**src/rtl/gb_cart_pkg.sv**
```systemverilog
// ============================================================================
// Module  : gb_cart_pkg
// Brief   : Shared cartridge region decode constants and request FSM encoding.
// Revision: 1.0 - initial release
// ============================================================================
`default_nettype none

package gb_cart_pkg;

  localparam logic [1:0] c_RGN_NONE = 2'd0;
  localparam logic [1:0] c_RGN_ROM0 = 2'd1;
  localparam logic [1:0] c_RGN_ROMX = 2'd2;
  localparam logic [1:0] c_RGN_CRAM = 2'd3;

  localparam logic [0:0] c_ST_IDLE = 1'b0;
  localparam logic [0:0] c_ST_BUSY = 1'b1;

  function automatic logic [1:0] region_of(input logic [15:0] addr);
    if (addr[15:14] == 2'b00)
      return c_RGN_ROM0;
    else if (addr[15:14] == 2'b01)
      return c_RGN_ROMX;
    else if (addr[15:13] == 3'b101)
      return c_RGN_CRAM;
    else
      return c_RGN_NONE;
  endfunction

endpackage

`default_nettype wire

```
**src/rtl/cart_mbc1_if.sv**
```systemverilog
// ============================================================================
// Module  : cart_mbc1_if
// Brief   : Console-side cartridge bus plus backing-memory request bus.
// Revision: 1.0 - initial release
// ============================================================================
`default_nettype none

interface cart_mbc1_if #(
  parameter int ROM_AW = 21
) ();
  logic [15:0]       cart_addr;
  logic              cart_rd;
  logic              cart_wr;
  logic [7:0]        cart_di;
  logic [7:0]        cart_do;
  logic              mem_req;
  logic              mem_we;
  logic              mem_ram;
  logic [ROM_AW-1:0] mem_addr;
  logic [7:0]        mem_wdata;
  logic [7:0]        mem_rdata;
  logic              mem_ack;

  modport slave (
    input  cart_addr, cart_rd, cart_wr, cart_di, mem_rdata, mem_ack,
    output cart_do, mem_req, mem_we, mem_ram, mem_addr, mem_wdata
  );

  modport master (
    output cart_addr, cart_rd, cart_wr, cart_di, mem_rdata, mem_ack,
    input  cart_do, mem_req, mem_we, mem_ram, mem_addr, mem_wdata
  );
endinterface

`default_nettype wire

```
**src/rtl/mbc1_regs.sv**
```systemverilog
// ============================================================================
// Module  : mbc1_regs
// Brief   : MBC1 bank register file and console-to-backing address mapping.
// Revision: 1.0 - initial release
// ============================================================================
`default_nettype none

module mbc1_regs
  import gb_cart_pkg::*;
#(
  parameter int ROM_AW = 21,
  parameter int RAM_AW = 15
) (
  input  wire logic              clk,
  input  wire logic              reset_n,
  input  wire logic              i_wr_evt,
  input  wire logic [15:0]       i_addr,
  input  wire logic [4:0]        i_di,
  output logic                   o_ram_en,
  output logic [ROM_AW-1:0]      o_map_addr
);

  logic        r_ram_en;
  logic [4:0]  r_bank1;
  logic [1:0]  r_bank2;
  logic        r_mode;
  logic [1:0]  w_rgn;
  logic [1:0]  w_hi;
  logic [4:0]  w_eff;
  logic [20:0] w_rom_full;
  logic [14:0] w_ram_full;

  always_ff @(posedge clk) begin
    if (!reset_n) begin
      r_ram_en <= 1'b0;
      r_bank1  <= 5'd0;
      r_bank2  <= 2'd0;
      r_mode   <= 1'b0;
    end else if (i_wr_evt && !i_addr[15]) begin
      case (i_addr[14:13])
        2'b00:   r_ram_en <= (i_di[3:0] == 4'hA);
        2'b01:   r_bank1  <= i_di[4:0];
        2'b10:   r_bank2  <= i_di[1:0];
        default: r_mode   <= i_di[0];
      endcase
    end
  end

  // Bank 0 in the low register is unreachable through 4000-7FFF; it aliases to 1.
  assign w_eff    = (r_bank1 == 5'd0) ? 5'd1 : r_bank1;
  assign w_hi     = r_mode ? r_bank2 : 2'b00;
  assign w_rgn    = region_of(i_addr);
  assign o_ram_en = r_ram_en;

  always_comb begin
    w_rom_full = (w_rgn == c_RGN_ROMX) ? {r_bank2, w_eff, i_addr[13:0]}
                                       : {w_hi, 5'b00000, i_addr[13:0]};
    w_ram_full = {w_hi, i_addr[12:0]};
    o_map_addr = '0;
    if (w_rgn == c_RGN_CRAM)
      o_map_addr[RAM_AW-1:0] = w_ram_full[RAM_AW-1:0];
    else
      o_map_addr = w_rom_full[ROM_AW-1:0];
  end

endmodule

`default_nettype wire

```
**src/rtl/cart_mbc1.sv**
```systemverilog
// ============================================================================
// Module  : cart_mbc1
// Brief   : MBC1 cartridge mapper; turns console strobes into memory requests.
// Revision: 1.0 - initial release
// ============================================================================
`default_nettype none

module cart_mbc1
  import gb_cart_pkg::*;
#(
  parameter int ROM_AW = 21,
  parameter int RAM_AW = 15
) (
  input  wire logic   clk,
  input  wire logic   reset_n,
  cart_mbc1_if.slave  bus
);

  logic              r_wr_d;
  logic              r_rd_d;
  logic [15:0]       r_addr_d;
  logic [0:0]        r_state;
  logic              r_pend_v;
  logic              r_pend_we;
  logic              r_pend_ram;
  logic [ROM_AW-1:0] r_pend_addr;
  logic [7:0]        r_pend_wdata;
  logic              r_mem_req;
  logic              r_mem_we;
  logic              r_mem_ram;
  logic [ROM_AW-1:0] r_mem_addr;
  logic [7:0]        r_mem_wdata;
  logic [7:0]        r_cart_do;

  logic [1:0]        w_rgn;
  logic              w_wr_evt;
  logic              w_rd_trig;
  logic              w_ram_off;
  logic              w_wr_req;
  logic              w_rd_req;
  logic              w_new;
  logic              w_ram_en;
  logic [ROM_AW-1:0] w_map_addr;

  mbc1_regs #(
    .ROM_AW (ROM_AW),
    .RAM_AW (RAM_AW)
  ) u_regs (
    .clk        (clk),
    .reset_n    (reset_n),
    .i_wr_evt   (w_wr_evt),
    .i_addr     (bus.cart_addr),
    .i_di       (bus.cart_di[4:0]),
    .o_ram_en   (w_ram_en),
    .o_map_addr (w_map_addr)
  );

  assign w_rgn     = region_of(bus.cart_addr);
  assign w_wr_evt  = bus.cart_wr && !r_wr_d;
  assign w_rd_trig = bus.cart_rd && (!r_rd_d || (bus.cart_addr != r_addr_d)) &&
                     (w_rgn != c_RGN_NONE);
  assign w_ram_off = (w_rgn == c_RGN_CRAM) && !w_ram_en;
  assign w_wr_req  = w_wr_evt && (w_rgn == c_RGN_CRAM) && w_ram_en;
  assign w_rd_req  = w_rd_trig && !w_ram_off && !w_wr_req;
  assign w_new     = w_wr_req || w_rd_req;

  always_ff @(posedge clk) begin
    if (!reset_n) begin
      r_wr_d       <= 1'b0;
      r_rd_d       <= 1'b0;
      r_addr_d     <= 16'h0000;
      r_state      <= c_ST_IDLE;
      r_pend_v     <= 1'b0;
      r_pend_we    <= 1'b0;
      r_pend_ram   <= 1'b0;
      r_pend_addr  <= '0;
      r_pend_wdata <= 8'h00;
      r_mem_req    <= 1'b0;
      r_mem_we     <= 1'b0;
      r_mem_ram    <= 1'b0;
      r_mem_addr   <= '0;
      r_mem_wdata  <= 8'h00;
      r_cart_do    <= 8'hFF;
    end else begin
      r_wr_d   <= bus.cart_wr;
      r_rd_d   <= bus.cart_rd;
      r_addr_d <= bus.cart_addr;

      // Disabled cart RAM reads float high on the real bus.
      if (w_rd_trig && w_ram_off)
        r_cart_do <= 8'hFF;
      else if ((r_state == c_ST_BUSY) && bus.mem_ack && !r_mem_we)
        r_cart_do <= bus.mem_rdata;

      case (r_state)
        c_ST_IDLE: begin
          if (w_new) begin
            r_mem_req   <= 1'b1;
            r_mem_we    <= w_wr_req;
            r_mem_ram   <= (w_rgn == c_RGN_CRAM);
            r_mem_addr  <= w_map_addr;
            r_mem_wdata <= bus.cart_di;
            r_state     <= c_ST_BUSY;
          end
        end
        c_ST_BUSY: begin
          if (bus.mem_ack) begin
            r_pend_v <= 1'b0;
            // A fresh trigger supersedes anything parked in the pending slot.
            if (w_new) begin
              r_mem_we    <= w_wr_req;
              r_mem_ram   <= (w_rgn == c_RGN_CRAM);
              r_mem_addr  <= w_map_addr;
              r_mem_wdata <= bus.cart_di;
            end else if (r_pend_v) begin
              r_mem_we    <= r_pend_we;
              r_mem_ram   <= r_pend_ram;
              r_mem_addr  <= r_pend_addr;
              r_mem_wdata <= r_pend_wdata;
            end else begin
              r_mem_req <= 1'b0;
              r_state   <= c_ST_IDLE;
            end
          end else if (w_new) begin
            r_pend_v     <= 1'b1;
            r_pend_we    <= w_wr_req;
            r_pend_ram   <= (w_rgn == c_RGN_CRAM);
            r_pend_addr  <= w_map_addr;
            r_pend_wdata <= bus.cart_di;
          end
        end
        default: r_state <= c_ST_IDLE;
      endcase
    end
  end

  assign bus.mem_req   = r_mem_req;
  assign bus.mem_we    = r_mem_we;
  assign bus.mem_ram   = r_mem_ram;
  assign bus.mem_addr  = r_mem_addr;
  assign bus.mem_wdata = r_mem_wdata;
  assign bus.cart_do   = r_cart_do;

endmodule

`default_nettype wire
```
**src/flat_wrapper.sv**
```systemverilog
// flat-port wrapper written by rule: the top's interface ports become plain ports
module cart_mbc1_flat import gb_cart_pkg::*;
#(
  parameter int ROM_AW = 21,
  parameter int RAM_AW = 15
)
  (clk, reset_n, bus_cart_addr, bus_cart_rd, bus_cart_wr, bus_cart_di, bus_mem_rdata, bus_mem_ack, bus_cart_do, bus_mem_req, bus_mem_we, bus_mem_ram, bus_mem_addr, bus_mem_wdata);
  cart_mbc1_if #(.ROM_AW(ROM_AW)) bus_i ();
  input  wire logic clk;
  input  wire logic reset_n;
  input wire logic [$bits(bus_i.cart_addr)-1:0] bus_cart_addr;
  input wire logic [$bits(bus_i.cart_rd)-1:0] bus_cart_rd;
  input wire logic [$bits(bus_i.cart_wr)-1:0] bus_cart_wr;
  input wire logic [$bits(bus_i.cart_di)-1:0] bus_cart_di;
  input wire logic [$bits(bus_i.mem_rdata)-1:0] bus_mem_rdata;
  input wire logic [$bits(bus_i.mem_ack)-1:0] bus_mem_ack;
  output wire logic [$bits(bus_i.cart_do)-1:0] bus_cart_do;
  output wire logic [$bits(bus_i.mem_req)-1:0] bus_mem_req;
  output wire logic [$bits(bus_i.mem_we)-1:0] bus_mem_we;
  output wire logic [$bits(bus_i.mem_ram)-1:0] bus_mem_ram;
  output wire logic [$bits(bus_i.mem_addr)-1:0] bus_mem_addr;
  output wire logic [$bits(bus_i.mem_wdata)-1:0] bus_mem_wdata;
  assign bus_i.cart_addr = bus_cart_addr;
  assign bus_i.cart_rd = bus_cart_rd;
  assign bus_i.cart_wr = bus_cart_wr;
  assign bus_i.cart_di = bus_cart_di;
  assign bus_i.mem_rdata = bus_mem_rdata;
  assign bus_i.mem_ack = bus_mem_ack;
  assign bus_cart_do = bus_i.cart_do;
  assign bus_mem_req = bus_i.mem_req;
  assign bus_mem_we = bus_i.mem_we;
  assign bus_mem_ram = bus_i.mem_ram;
  assign bus_mem_addr = bus_i.mem_addr;
  assign bus_mem_wdata = bus_i.mem_wdata;
  cart_mbc1 #(.ROM_AW(ROM_AW), .RAM_AW(RAM_AW)) u_core (.clk(clk), .reset_n(reset_n), .bus(bus_i));
endmodule
```
**config.mk**
```make
export PLATFORM = sky130hd
export DESIGN_NAME = cart_mbc1_flat
export DESIGN_NICKNAME = d
export VERILOG_FILES = /design/src/rtl/gb_cart_pkg.sv /design/src/rtl/cart_mbc1_if.sv /design/src/rtl/mbc1_regs.sv /design/src/rtl/cart_mbc1.sv /design/src/flat_wrapper.sv
export SDC_FILE = /design/constraint.sdc
export NUM_CORES = 1
export LEC_CHECK = 0
export BUFFER_PORTS_ARGS = -buffer_cell sky130_fd_sc_hd__buf_2
export CAP_MARGIN = 20
export CORE_UTILIZATION = 30
export CTS_CLUSTER_DIAMETER = 50
export DETAILED_ROUTE_END_ITERATION = 10
export HOLD_SLACK_MARGIN = 0.05
export PLACE_DENSITY_LB_ADDON = 0.15
export RECOVER_POWER = 25
export SLEW_MARGIN = 30
export SYNTH_ARGS = -nofsm -noshare
export SYNTH_HDL_FRONTEND = slang
export SYNTH_SLANG_ARGS = --single-unit
```
**constraint.sdc**
```tcl
create_clock -name clk -period 2.62 [get_ports clk]
set_input_delay 0 -clock clk [delete_from_list [all_inputs] [get_ports clk]]
set_output_delay 0 -clock clk [all_outputs]
set_load 0.02 [all_outputs]
```
# Yosys cells after proc, flatten, opt, wreduce, memory -nomap -nowiden
# Index checks and enable logic that the tools add are counted.
# word_totals
regBits	100
input_bits	37
output_inout_bits	40
wordCells	111
# classes
bitwise_logic	4
n_eq_ne	13
muxes	39
reduce_logical	36
# op_table
op	count
21-bit two-way mux	5
21-bit case mux with 2 select lines	1
8-bit two-way mux	4
1-bit two-way mux	17
16-bit inequality test	1
8-bit case mux with 2 select lines	1
15-bit two-way mux	1
1-bit logical AND	12
2-bit AND reduction	5
2-bit two-way mux	4
1-bit case mux with 2 select lines	4
1-bit logical NOT	7
2-bit == test (second input constant)	3
6-bit two-way mux	1
2-bit inequality test (second input constant)	3
3-bit AND reduction	2
5-bit logical NOT	1
5-bit two-way mux	1
2-bit by 1-bit == test with 1-bit output (second input constant)	2
4-bit == test (second input constant)	1
2-bit logical NOT	2
1-bit inverter	4
4-bit AND reduction	1
2-bit nonzero test	2
other kinds (6)	7

# Logic depth before layout (Yosys ltp)
# Gate-level depths: netlist of run 1.
# depth
depth_word	13
ltp_mapped	11
mapped_depth_nobuf	7

# By module
# A second synthesis of run 1 with hierarchy kept.
# unflattened
cells_unflattened	479
hier_area_um2	4535.6
# by_module_without_submodules
mod	cells_each	area_per_inst_um2	instances	seq_area_each_um2
cart_mbc1	415	3935.0	1	1821.7
mbc1_regs	64	600.6	1	180.2

# Least setup slack after synthesis of run 1
# OpenSTA, ideal clock, no wires.
# synth_timing
path_type	register to register
from	register u_core.r_addr_d[3]
to	register u_core.r_pend_addr[10]
path_stages_with_launch	11
slack_ns	0.734
required_time_ns	2.504
arrival_time_ns	1.770
setup_time_ns	0.116
period_less_slack_ns	1.886
n_path_buf	3
cell_sequence	dfxtp_1 xor2_1 nor4_1 nand3_1 o211ai_2 buf_4 a21oi_1 buf_4 buf_6 mux2i_1 nor2b_1
# synth_via
elab_chain_cells	8
# synth_rtl
item	line_no	rtl
from (decl)	cart_mbc1.sv:21	logic [15:0] r_addr_d;
from (signal assigned)	cart_mbc1.sv:87	r_addr_d <= bus.cart_addr;
16-bit inequality test	cart_mbc1.sv:60	assign w_rd_trig = bus.cart_rd && (!r_rd_d || (bus.cart_addr != r_addr_d)) &&
1-bit logical OR	cart_mbc1.sv:60	
1-bit logical AND (2 in a row)	cart_mbc1.sv:60	
1-bit logical AND (2 in a row)	cart_mbc1.sv:64	assign w_rd_req = w_rd_trig && !w_ram_off && !w_wr_req;
1-bit logical OR	cart_mbc1.sv:65	assign w_new = w_wr_req || w_rd_req;
3-bit AND reduction (no line)	n/a	
to (signal assigned)	cart_mbc1.sv:128	r_pend_addr <= w_map_addr;
to (decl)	cart_mbc1.sv:26	logic [ROM_AW-1:0] r_pend_addr;
# No other way between the ends.
# A chain may end at the register's enable or synchronous reset.

# Final worst setup path of run 1
# layout_timing
from	input port bus_cart_addr[1]
to	register u_core.r_mem_wdata[0] (netlist: u_core.bus.mem_wdata[0])
# layout_via
elab_chain_cells	10
word_cells_on_any_way	13
cone_classes	eq/ne (3); mux (3); reduce/logical (7)
# layout_rtl
item	line_no	rtl
from (decl)	flat_wrapper.sv:11	input wire logic [$bits(bus_i.cart_addr)-1:0] bus_cart_addr;
16-bit inequality test (*)	cart_mbc1.sv:60	
1-bit logical OR (*)	cart_mbc1.sv:60	
1-bit logical AND (*) (2 in a row)	cart_mbc1.sv:60	
1-bit logical AND (*) (2 in a row)	cart_mbc1.sv:64	
1-bit logical OR (*)	cart_mbc1.sv:65	
8-bit two-way mux	cart_mbc1.sv:110	if (w_new) begin
8-bit two-way mux	cart_mbc1.sv:107	if (bus.mem_ack) begin
8-bit case mux with 2 select lines	cart_mbc1.sv:95	case (r_state)
to (signal assigned)	cart_mbc1.sv:102	r_mem_wdata <= bus.cart_di;
to (signal assigned)	cart_mbc1.sv:114	r_mem_wdata <= bus.cart_di;
to (signal assigned)	cart_mbc1.sv:119	r_mem_wdata <= r_pend_wdata;
to (decl)	cart_mbc1.sv:32	logic [7:0] r_mem_wdata;
# Mark *: on every way between the ends. The rest lies on a longest branch, timed or not. The select of a mux whose other input is x is not followed.

==> results of run 1 <==
## cells by family after synthesis
logic type / after synthesis / synth area share, %
flops: 100 / 47.9
mux: 33 / 7.90
simple gates: 212 / 28.9
compound gates: 49 / 7.78
xor+xnor: 16 / 3.35
buf+inv: 37 / 4.16
## per-stage QoR
stage	total power [uW]	setup WS (ns)	cells	utilization [%]	cell area [um^2]
2_1_floorplan	1870	0.734	447	-	4180
3_3_place_gp	2000	0.194	675	35.2	4720
3_5_place_dp	2010	0.188	675	35.3	4730
4_1_cts	3390	0.148	726	40.1	5370
5_1_grt	3480	0.00774	728	40.1	5370
6_report	3330	0.216	728	40.1	5370
## metal layers
layer	track usage, %	vias up	routed length, um
met2	25.3	68	4790
met3	3.09	10	363
met5	0	-	0
met1	20.7	1599	5490
met4	5.86	0	140
li1	-	1750	-
## worst max path at each step
stage / startpoint / endpoint / slack, ns / cells after the start
2_1_floorplan: u_core.r_addr_d[3] / u_core.r_pend_addr[10] / 0.73 / 10
3_3_place_gp: u_core.r_addr_d[7] / u_core.r_pend_we / 0.19 / 8
3_5_place_dp: u_core.r_addr_d[7] / u_core.r_pend_addr[13] / 0.19 / 8
4_1_cts: bus_cart_addr[15] / u_core.r_pend_addr[13] / 0.15 / 9
5_1_grt: bus_cart_addr[1] / u_core.bus.mem_wdata[0] / 0.008 / 10
6_report: bus_cart_addr[1] / u_core.bus.mem_wdata[0] / 0.22 / 10
## layout make-up
cell class	count	area (um^2)
tap	176	220
sequential	100	2000
multi-input combinational	310	2050
inverter	3	11.3
fill	1364	8030
timing repair buffer	123	797
clock inverter	4	48.8
clock buffer	12	246
## cell usage in the layout, fill, tap and decap left out, types with 2 or more instances in the layout
| cell | instances |
|---|---|
| a22o_1 | 6 |
| o22ai_1 | 2 |
| buf_4 | 11 |
| nor3_1 | 45 |
| dlygate4sd3_1 | 35 |
| a31oi_1 | 7 |
| o21ai_0 | 16 |
| o21a_1 | 2 |
| dfxtp_1 | 100 |
| clkbuf_1 | 19 |
| a21oi_1 | 3 |
| mux2i_1 | 33 |
| buf_2 | 59 |
| clkinv_2 | 2 |
| nor2_1 | 26 |
| nand3_1 | 24 |
| a21boi_0 | 4 |
| and2_0 | 3 |
| nor4b_2 | 8 |
| nor2b_2 | 2 |
| nor4_1 | 4 |
| o2111ai_1 | 3 |
| clkbuf_16 | 9 |
| xor2_1 | 15 |
| and2_1 | 19 |
| nor4b_1 | 13 |
| inv_1 | 3 |
| nand2_1 | 30 |
| nor2b_1 | 33 |
## what timing repair did
item	in CTS	in global routing
hold endpoints to repair	60	0
endpoints found under the setup margin	0	13
gates resized for setup	0	1
setup buffers	0	2
hold buffers	35	0
## worst max-delay path, stage by stage
cell and delay, ns:
dlygate4sd3_1 0.53, buf_2 0.15, xor2_1 0.16, nor4_1 0.35, nand3_1 0.23, o211ai_4 0.33
and2_1 0.17, buf_4 0.30, nor3_1 0.09, nor4b_1 0.31
## sequential cells by signal, summed over array words and instances, names as in the netlist
signal	flops
u_core.bus.mem_we	1
u_core.r_rd_d	1
u_core.r_pend_we	1
u_core.bus.cart_do	8
u_core.r_pend_addr	21
u_core.u_regs.r_bank2	2
u_core.bus.mem_addr	21
u_core.u_regs.r_bank1	5
u_core.bus.mem_req	1
u_core.bus.mem_ram	1
u_core.r_wr_d	1
u_core.r_addr_d	16
u_core.r_pend_ram	1
u_core.u_regs.o_ram_en	1
u_core.r_pend_v	1
u_core.u_regs.r_mode	1
u_core.r_state	1
u_core.r_pend_wdata	8
u_core.bus.mem_wdata	8
## power breakdown
group | switching (uW) | total, uW | internal, uW
combinational | 227 | 396 | 169
clock | 559 | 1330 | 766
sequential | 32.0 | 1610 | 1580
total | 818 | 3330 | 2520
## synth_stat cells, drive strengths merged
cell       n  area (um^2)
nor3      45          225
xnor2      1         8.76
clkbuf    22         83.8
nor4       4         25.0
o2111ai    3         26.3
and2      22          138
o211ai     1         12.5
xor2      15          131
nor2b     35          221
o22ai      2         12.5
nand2     31          119
inv        3         11.3
dfxtp    100         2000
nor2      26         97.6
o31a       1         8.76
nand3     25          125
a22o       6         52.6
a21oi      4         20.0
or4bb      1         11.3
nor3b      1         7.51
o21bai     1         7.51
or2        1         6.26
mux2i     33          330
o21ai     16         80.1
o21a       2         15.0
buf       12         78.8
o311a      1         10.0
a21boi     4         30.0
nor4b     21          234
a31oi      8         50.1
==> impl_metrics.env, run 1 <==
export IMPL_core_area_um2=13400
export IMPL_synthCells=447
export IMPL_drt_iter0_drc=160
export IMPL_clock_sinks=100
export IMPL_tightest_slew_ns=1.47
export IMPL_floorplan_initialDensity_pct=31.2
export IMPL_routed_via_count=3427
export IMPL_grt_util_all_layers_pct=15.7
export IMPL_synth_nets=484
export IMPL_die_w_um=120
export IMPL_fmax_ghz=0.416
export IMPL_rsz0062_at_grt="no"
export IMPL_p_per_area_nw_per_um2=620
export IMPL_hold_class="input pin to flop"
export IMPL_cp_max_fo=23
export IMPL_min_period_ns=2.40
export IMPL_syn_area_per_cell_um2=9.35
export IMPL_path_class="input pin to flop"
export IMPL_worstPathArrival_ns=2.63
export IMPL_root_buffer="clkbuf_16"
export IMPL_cts_buffers=9
export IMPL_reg2reg_from="u_core.r_addr_d[1]"
export IMPL_p_leak_uw=0.00208
export IMPL_io_buffers=76
export IMPL_area_growth_pct=28.5
export IMPL_grt_pass1_wl_um=17700
export IMPL_grt_max_degree=90
export IMPL_cap_violations=0
export IMPL_holdWs_ns=0.218
export IMPL_drt_wl_total_um=10800
export IMPL_clockBufferDepth=2
export IMPL_htreeDepth=3
export IMPL_drv_slew=0
export IMPL_nNetsFinal=584
export IMPL_r2r_end="u_core.bus.mem_wdata[0]"
export IMPL_synth_seq_area_share_pct=47.9
export IMPL_holdPathEnd="u_core.r_pend_addr[19]"
export IMPL_ys_warn_count=0
export IMPL_routabilityCongestion=0.742
export IMPL_ir_drop_mv=0.286
export IMPL_worst_setup_path_end_kind="flop"
export IMPL_ys_ff_latch=100
export IMPL_min_period_over_period_pct=91.7
export IMPL_dieArea_um2=14400
export IMPL_grt_pass1_vias=3406
export IMPL_status="completed"
export IMPL_required_ns=2.85
export IMPL_clk_pin_slew_ns=0.06
export IMPL_route_detailed_drc=0
export IMPL_finalSetupViolCount=0
export IMPL_hold_viol=0
export IMPL_drive_gt1_share_pct=18.3
export IMPL_holdCritStartpoint="reset_n"
export IMPL_wl_per_cell_um=14.8
export IMPL_startpoint_type="input pin"
export IMPL_r2r_slack_ns=0.27
export IMPL_rows=42
export IMPL_first_pass_iters=6
export IMPL_ant_nets=0
export IMPL_die_h_um=120
export IMPL_finClkSkew_ns=0.00794
export IMPL_insertion_delay_ns=0.34
export IMPL_grt_overflow=0
export IMPL_synth_distinct_cells=37
export IMPL_routed_via_density=4.71
export IMPL_hpwlAfterDp_um=6970
export IMPL_r2r_cells=8
export IMPL_antenna_found_initial=0
export IMPL_slew_headroom_pct=2.10
export IMPL_ios=77
export IMPL_n_antenna_cell=0
export IMPL_syn_area_um2=4180
export IMPL_cts_tree="done"
export IMPL_whs_path_depth=4
export IMPL_tns_ns=0
No activity file was read; power rests on OpenSTA's default activity.
==> inputs of run 2 (changes only) <==
- CTS_BUF_LIST: unset -> sky130_fd_sc_hd__clkbuf_8
==> run 2 against run 1 <==
Against the previous run:
- global-route usage rose by 0.10 points
- sequential cell count is the same
- non-clock buffer count fell by 2
- sequential share of layout area grew 0.89 points
- critical path depth is 1 lower
- cell count fell by 0.27%
- wire length grew 0.33%
- cell area down 2.3%
- worst setup slack worse by 0.016 ns
- fmax shrank 0.66%
- power is 10% lower
- critical endpoint is now u_core.r_pend_addr[13]
==> impl_metrics.env, run 2 (synthesized netlist as in run 1, its figures left out) <==
export IMPL_worstPathArrival_ns=2.69
export IMPL_slew_headroom_pct=2.93
export IMPL_clk_pin_slew_ns=0.10
export IMPL_required_ns=2.89
export IMPL_cts_tree="done"
export IMPL_tns_ns=0
export IMPL_r2r_slack_ns=0.20
export IMPL_holdWs_ns=0.192
export IMPL_drt_wl_total_um=10800
export IMPL_r2r_end="u_core.r_pend_addr[13]"
export IMPL_tightest_slew_ns=1.46
export IMPL_drive_gt1_share_pct=18.0
export IMPL_rows=42
export IMPL_core_area_um2=13400
export IMPL_p_int_uw=2210
export IMPL_hold_class="input pin to flop"
export IMPL_grt_pass1_vias=3397
export IMPL_nNetsFinal=582
export IMPL_startpoint_type="input pin"
export IMPL_routed_via_density=4.74
export IMPL_cp_max_fo=14
export IMPL_holdPathEnd="u_core.r_pend_addr[19]"
export IMPL_comb_power_share_pct=13.2
export IMPL_status="completed"
export IMPL_n_antenna_cell=0
export IMPL_grt_util_all_layers_pct=15.8
export IMPL_mostFrequentLayoutCells="100 x dfxtp_1, 59 x buf_2, 45 x nor3_1"
export IMPL_dieArea_um2=14400
export IMPL_htreeDepth=3
export IMPL_route_detailed_drc=0
export IMPL_floorplan_initialDensity_pct=31.2
export IMPL_p_per_area_nw_per_um2=571
export IMPL_insertion_delay_ns=0.38
export IMPL_grt_overflow=0
export IMPL_first_pass_iters=4
export IMPL_worst_setup_path_end_kind="flop"
export IMPL_grt_max_degree=90
export IMPL_clockBufferDepth=2
export IMPL_cts_buffers=9
export IMPL_finalSetupViolCount=0
export IMPL_ctsResizeCount=0
export IMPL_drv_slew=0
export IMPL_ant_nets=0
export IMPL_wl_per_cell_um=14.9
export IMPL_io_buffers=76
export IMPL_cap_violations=0
export IMPL_antenna_found_initial=0
export IMPL_die_w_um=120
export IMPL_min_period_over_period_pct=92.4
export IMPL_fmax_ghz=0.413
export IMPL_p_sw_uw=789
export IMPL_grt_pass1_wl_um=17700
export IMPL_die_h_um=120
export IMPL_reg2reg_from="u_core.r_addr_d[7]"
export IMPL_routed_via_count=3444
export IMPL_clock_sinks=100
export IMPL_clockPowerShare_pct=33.1
export IMPL_placed_area_um2=4730
export IMPL_root_buffer="clkbuf_8"
export IMPL_nFillCells=1383
export IMPL_finClkSkew_ns=0.0113
export IMPL_min_period_ns=2.42
export IMPL_holdCritStartpoint="reset_n"
export IMPL_whs_path_depth=4
export IMPL_path_class="input pin to flop"
export IMPL_r2r_cells=8
export IMPL_ios=77
export IMPL_ir_drop_mv=0.196
export IMPL_rsz0062_at_grt="no"
export IMPL_switching_share_pct=26.3
export IMPL_p_leak_uw=0.00202
export IMPL_layout_commonest_cell="dfxtp_1"
export IMPL_hpwlAfterDp_um=6970
export IMPL_fin_area_um2=5250
export IMPL_power_frac_seq_pct=53.8
export IMPL_routabilityCongestion=0.742
export IMPL_hold_viol=0
export IMPL_area_growth_pct=25.5
export IMPL_drt_iter0_drc=173
## run 2: worst max path at each step
stage,startpoint,slack [ns],cells after the start,end
after global placement,u_core.r_addr_d[7],0.19,8,u_core.r_pend_we
after detailed placement,u_core.r_addr_d[7],0.19,8,u_core.r_pend_addr[13]
after floorplan,u_core.r_addr_d[3],0.73,10,u_core.r_pend_addr[10]
final,bus_cart_addr[15],0.20,9,u_core.r_pend_addr[13]
after CTS,u_core.r_addr_d[7],0.16,8,u_core.r_pend_addr[13]
after global routing,u_core.r_addr_d[1],0.0007,8,u_core.bus.mem_wdata[0]
## run 2: layer usage
metal / part of all wire, % / GRT usage [%] / up-vias
li1: - / - / 1744
met1: 50 / 20.7 / 1620
met2: 45 / 25.3 / 69
met3: 3.5 / 3.37 / 11
met4: 1.6 / 6.33 / 0
met5: 0 / 0 / -
## run 2: critical path, cell delays in order
cell           delay (ns)
dlygate4sd3_1        0.52
buf_2                0.20
nor2b_1              0.20
and2_1               0.21
nand3_1              0.23
a21oi_4              0.60
buf_4                0.42
mux2i_1              0.24
nor2b_1              0.07
## run 2: final cells by class
type	count	area, um^2	share of cell area (%)
multi-input cells	310	2040	38.9
flip-flops and latches	100	2000	38.1
repair buffers	121	782	14.9
well taps	176	220	4.20
clock buffers	10	138	2.62
clock inverters	6	56.3	1.07
inverters	3	11.3	0.215
## run 2: power groups by stage
stage               registers [uW]  logic (uW)  clock network, uW
global placement              1650         357                  0
CTS                           1610         403               1030
finish                        1610         394                990
floorplan                     1690         180                  0
global route                  1620         436               1090
detailed placement            1650         362                  0
## run 2: timing repair
action,4_1_cts,5_1_grt
setup buffers,0,0
hold buffers,35,0
endpoints found under the hold margin,67,0
setup endpoints to repair,0,0
## run 2: per-stage QoR
step,utilization (%),std cells,power [uW],worst slack (ns)
global route,39.2,726,3140,0.000731
floorplan,-,447,1870,0.734
CTS,39.3,726,3050,0.165
detailed placement,35.3,675,2010,0.188
global placement,35.2,675,2000,0.194
finish,39.2,726,3000,0.200
==> inputs of run 3 (changes only) <==
- CORE_UTILIZATION: 30 -> 55
==> run 3 against run 2 <==
Against the previous run:
- fmax rose by 5.3%
- power fell by 2.9%
- critical path depth rose by 1
- cell count fell by 9.9%
- via count rose by 2.0%
- combinational power barely moved
==> impl_metrics.env, run 3 (synthesized netlist as in run 1, its figures left out) <==
export IMPL_p_leak_uw=0.00199
export IMPL_cts_setup_buffers=0
export IMPL_routabilityCongestion=0.810
export IMPL_hold_class="input pin to flop"
export IMPL_io_buffers=76
export IMPL_worstPathArrival_ns=2.56
export IMPL_grt_pass1_vias=3174
export IMPL_drive_gt1_share_pct=15.0
export IMPL_routed_via_count=3512
export IMPL_tns_ns=0
export IMPL_finClkSkew_ns=0.0153
export IMPL_drt_iter0_drc=177
export IMPL_clockPowerShare_pct=31.0
export IMPL_startpoint_type="input pin"
export IMPL_grt_pass1_wl_um=15100
export IMPL_drv_slew=0
export IMPL_power_frac_seq_pct=55.4
export IMPL_hpwlAfterDp_um=6110
export IMPL_route_detailed_drc=0
export IMPL_die_w_um=89.2
export IMPL_die_h_um=89.2
export IMPL_max_stage_delay_ns=0.54
export IMPL_slew_headroom_pct=38.5
export IMPL_ant_nets=0
export IMPL_first_pass_iters=4
export IMPL_grt_max_degree=79
export IMPL_cp_startpoint="bus_cart_addr[14]"
export IMPL_r2r_cells=8
export IMPL_worst_setup_path_end_kind="flop"
export IMPL_switching_share_pct=26.3
export IMPL_grt_overflow=0
export IMPL_mostFrequentLayoutCells="100 x dfxtp_1, 45 x nor3_1, 41 x buf_2"
export IMPL_p_sw_uw=765
export IMPL_finalSetupViolCount=0
export IMPL_wl_per_cell_um=14.5
export IMPL_ios=77
export IMPL_nNetsFinal=587
export IMPL_r2r_end="u_core.bus.mem_addr[10]"
export IMPL_core_area_um2=7290
export IMPL_holdWs_ns=0.379
export IMPL_fmax_ghz=0.435
export IMPL_p_int_uw=2140
export IMPL_hold_viol=0
export IMPL_path_class="input pin to flop"
export IMPL_htreeDepth=3
export IMPL_p_per_area_nw_per_um2=558
export IMPL_root_buffer="clkbuf_8"
export IMPL_min_period_over_period_pct=87.7
export IMPL_floorplan_initialDensity_pct=57.3
export IMPL_tightest_slew_ns=0.920
export IMPL_whs_path_depth=3
export IMPL_ir_drop_mv=0.341
export IMPL_antenna_found_initial=0
export IMPL_cp_max_fo=14
export IMPL_n_antenna_cell=0
export IMPL_insertion_delay_ns=0.37
export IMPL_finalWorstSetupSlack_ns=0.322
export IMPL_status="completed"
export IMPL_cts_tree="done"
export IMPL_reg2reg_from="u_core.r_addr_d[9]"
export IMPL_grt_util_all_layers_pct=24.9
export IMPL_clk_pin_slew_ns=0.10
export IMPL_comb_power_share_pct=13.7
export IMPL_dieArea_um2=7960
export IMPL_setup_worst_path_end="u_core.bus.mem_addr[10]"
export IMPL_path_cells="dlygate4sd3_1 > buf_2 > xor2_1 > nor4_2 > nand3_1 > o211ai_4 > and2_1 > buf_4 > nor3_1 > nor4b_1"
export IMPL_rsz0062_at_grt="no"
export IMPL_fin_area_um2=5210
export IMPL_rows=31
export IMPL_layout_commonest_cell="dfxtp_1"
export IMPL_cts_buffers=9
export IMPL_area_growth_pct=24.7
export IMPL_drt_wl_total_um=9490
export IMPL_required_ns=2.88
export IMPL_final_util_pct=71.5
export IMPL_pre_cts_slack_ns=0.296
export IMPL_placed_area_um2=4680
export IMPL_cap_violations=0
export IMPL_clock_sinks=100
export IMPL_min_period_ns=2.30
export IMPL_routed_via_density=5.37
export IMPL_clockBufferDepth=2
export IMPL_slowest_stage="dlygate4sd3_1"
export IMPL_r2r_slack_ns=0.39
==> run 3: cell types whose count changed in the layout (fill, tap and decap cells not counted), sizes merged <==
cell,before,now
clkbuf,28,46
buf,68,53
dlygate4sd3,35,38
bufinv,1,0
clkinv,3,2
clkinvlp,0,1
==> run 3: through the flow <==
| stage | power, uW | cells |
|---|---|---|
| 6_report | 2910 | 654 |
| 5_1_grt | 3030 | 654 |
| 2_1_floorplan | 1870 | 447 |
| 3_5_place_dp | 2000 | 600 |
| 3_3_place_gp | 1990 | 598 |
| 4_1_cts | 2930 | 654 |
==> run 3: power groups by stage <==
| stage | registers [uW] | logic, uW | clock network [uW] |
|---|---|---|---|
| 5_1_grt | 1620 | 434 | 976 |
| 6_report | 1610 | 397 | 900 |
| 3_3_place_gp | 1640 | 346 | 0 |
| 4_1_cts | 1610 | 403 | 914 |
| 2_1_floorplan | 1690 | 180 | 0 |
| 3_5_place_dp | 1640 | 359 | 0 |
==> run 3: critical path, delay by kind of cell <==
family	cells	cell delay, ns
AOI/OAI and AO/OA	1	0.32
xor gates and xnor gates	1	0.19
and+or+nand+nor	5	1.09
buffers and inverters	3	0.95
==> run 3: layout make-up <==
class / count / area (um^2)
fill: 610 / 2080
multi-input combinational: 310 / 2050
sequential: 100 / 2000
timing repair buffer: 126 / 847
clock buffer: 11 / 151
tap: 99 / 124
clock inverter: 5 / 28.8
inverter: 3 / 11.3
==> run 3: worst min-delay path by stage <==
stage	from	end	slack (ns)
floorplan	bus_cart_addr[0]	u_core.r_addr_d[0]	0.12
global placement	bus_mem_rdata[7]	u_core.bus.cart_do[7]	0.21
detailed placement	bus_mem_rdata[7]	u_core.bus.cart_do[7]	0.22
CTS	bus_mem_rdata[7]	u_core.bus.cart_do[7]	0.37
global route	bus_cart_wr	u_core.r_wr_d	0.38
finish	bus_cart_wr	u_core.r_wr_d	0.38
==> run 3: metal layers <==
layer  routed length, um  GRT usage (%)  vias up
li1                    -              -     1762
met1                4600           32.4     1656
met2                4410           41.3       81
met3                 337           3.88       13
met4                 139           10.7        0
met5                   0              0        -
==> run 3: repair_timing <==
item                                   CTS  global route
endpoints found under the hold margin   67             0
setup endpoints to repair                0             5
hold buffers                            38             0
resized for setup                        0             2
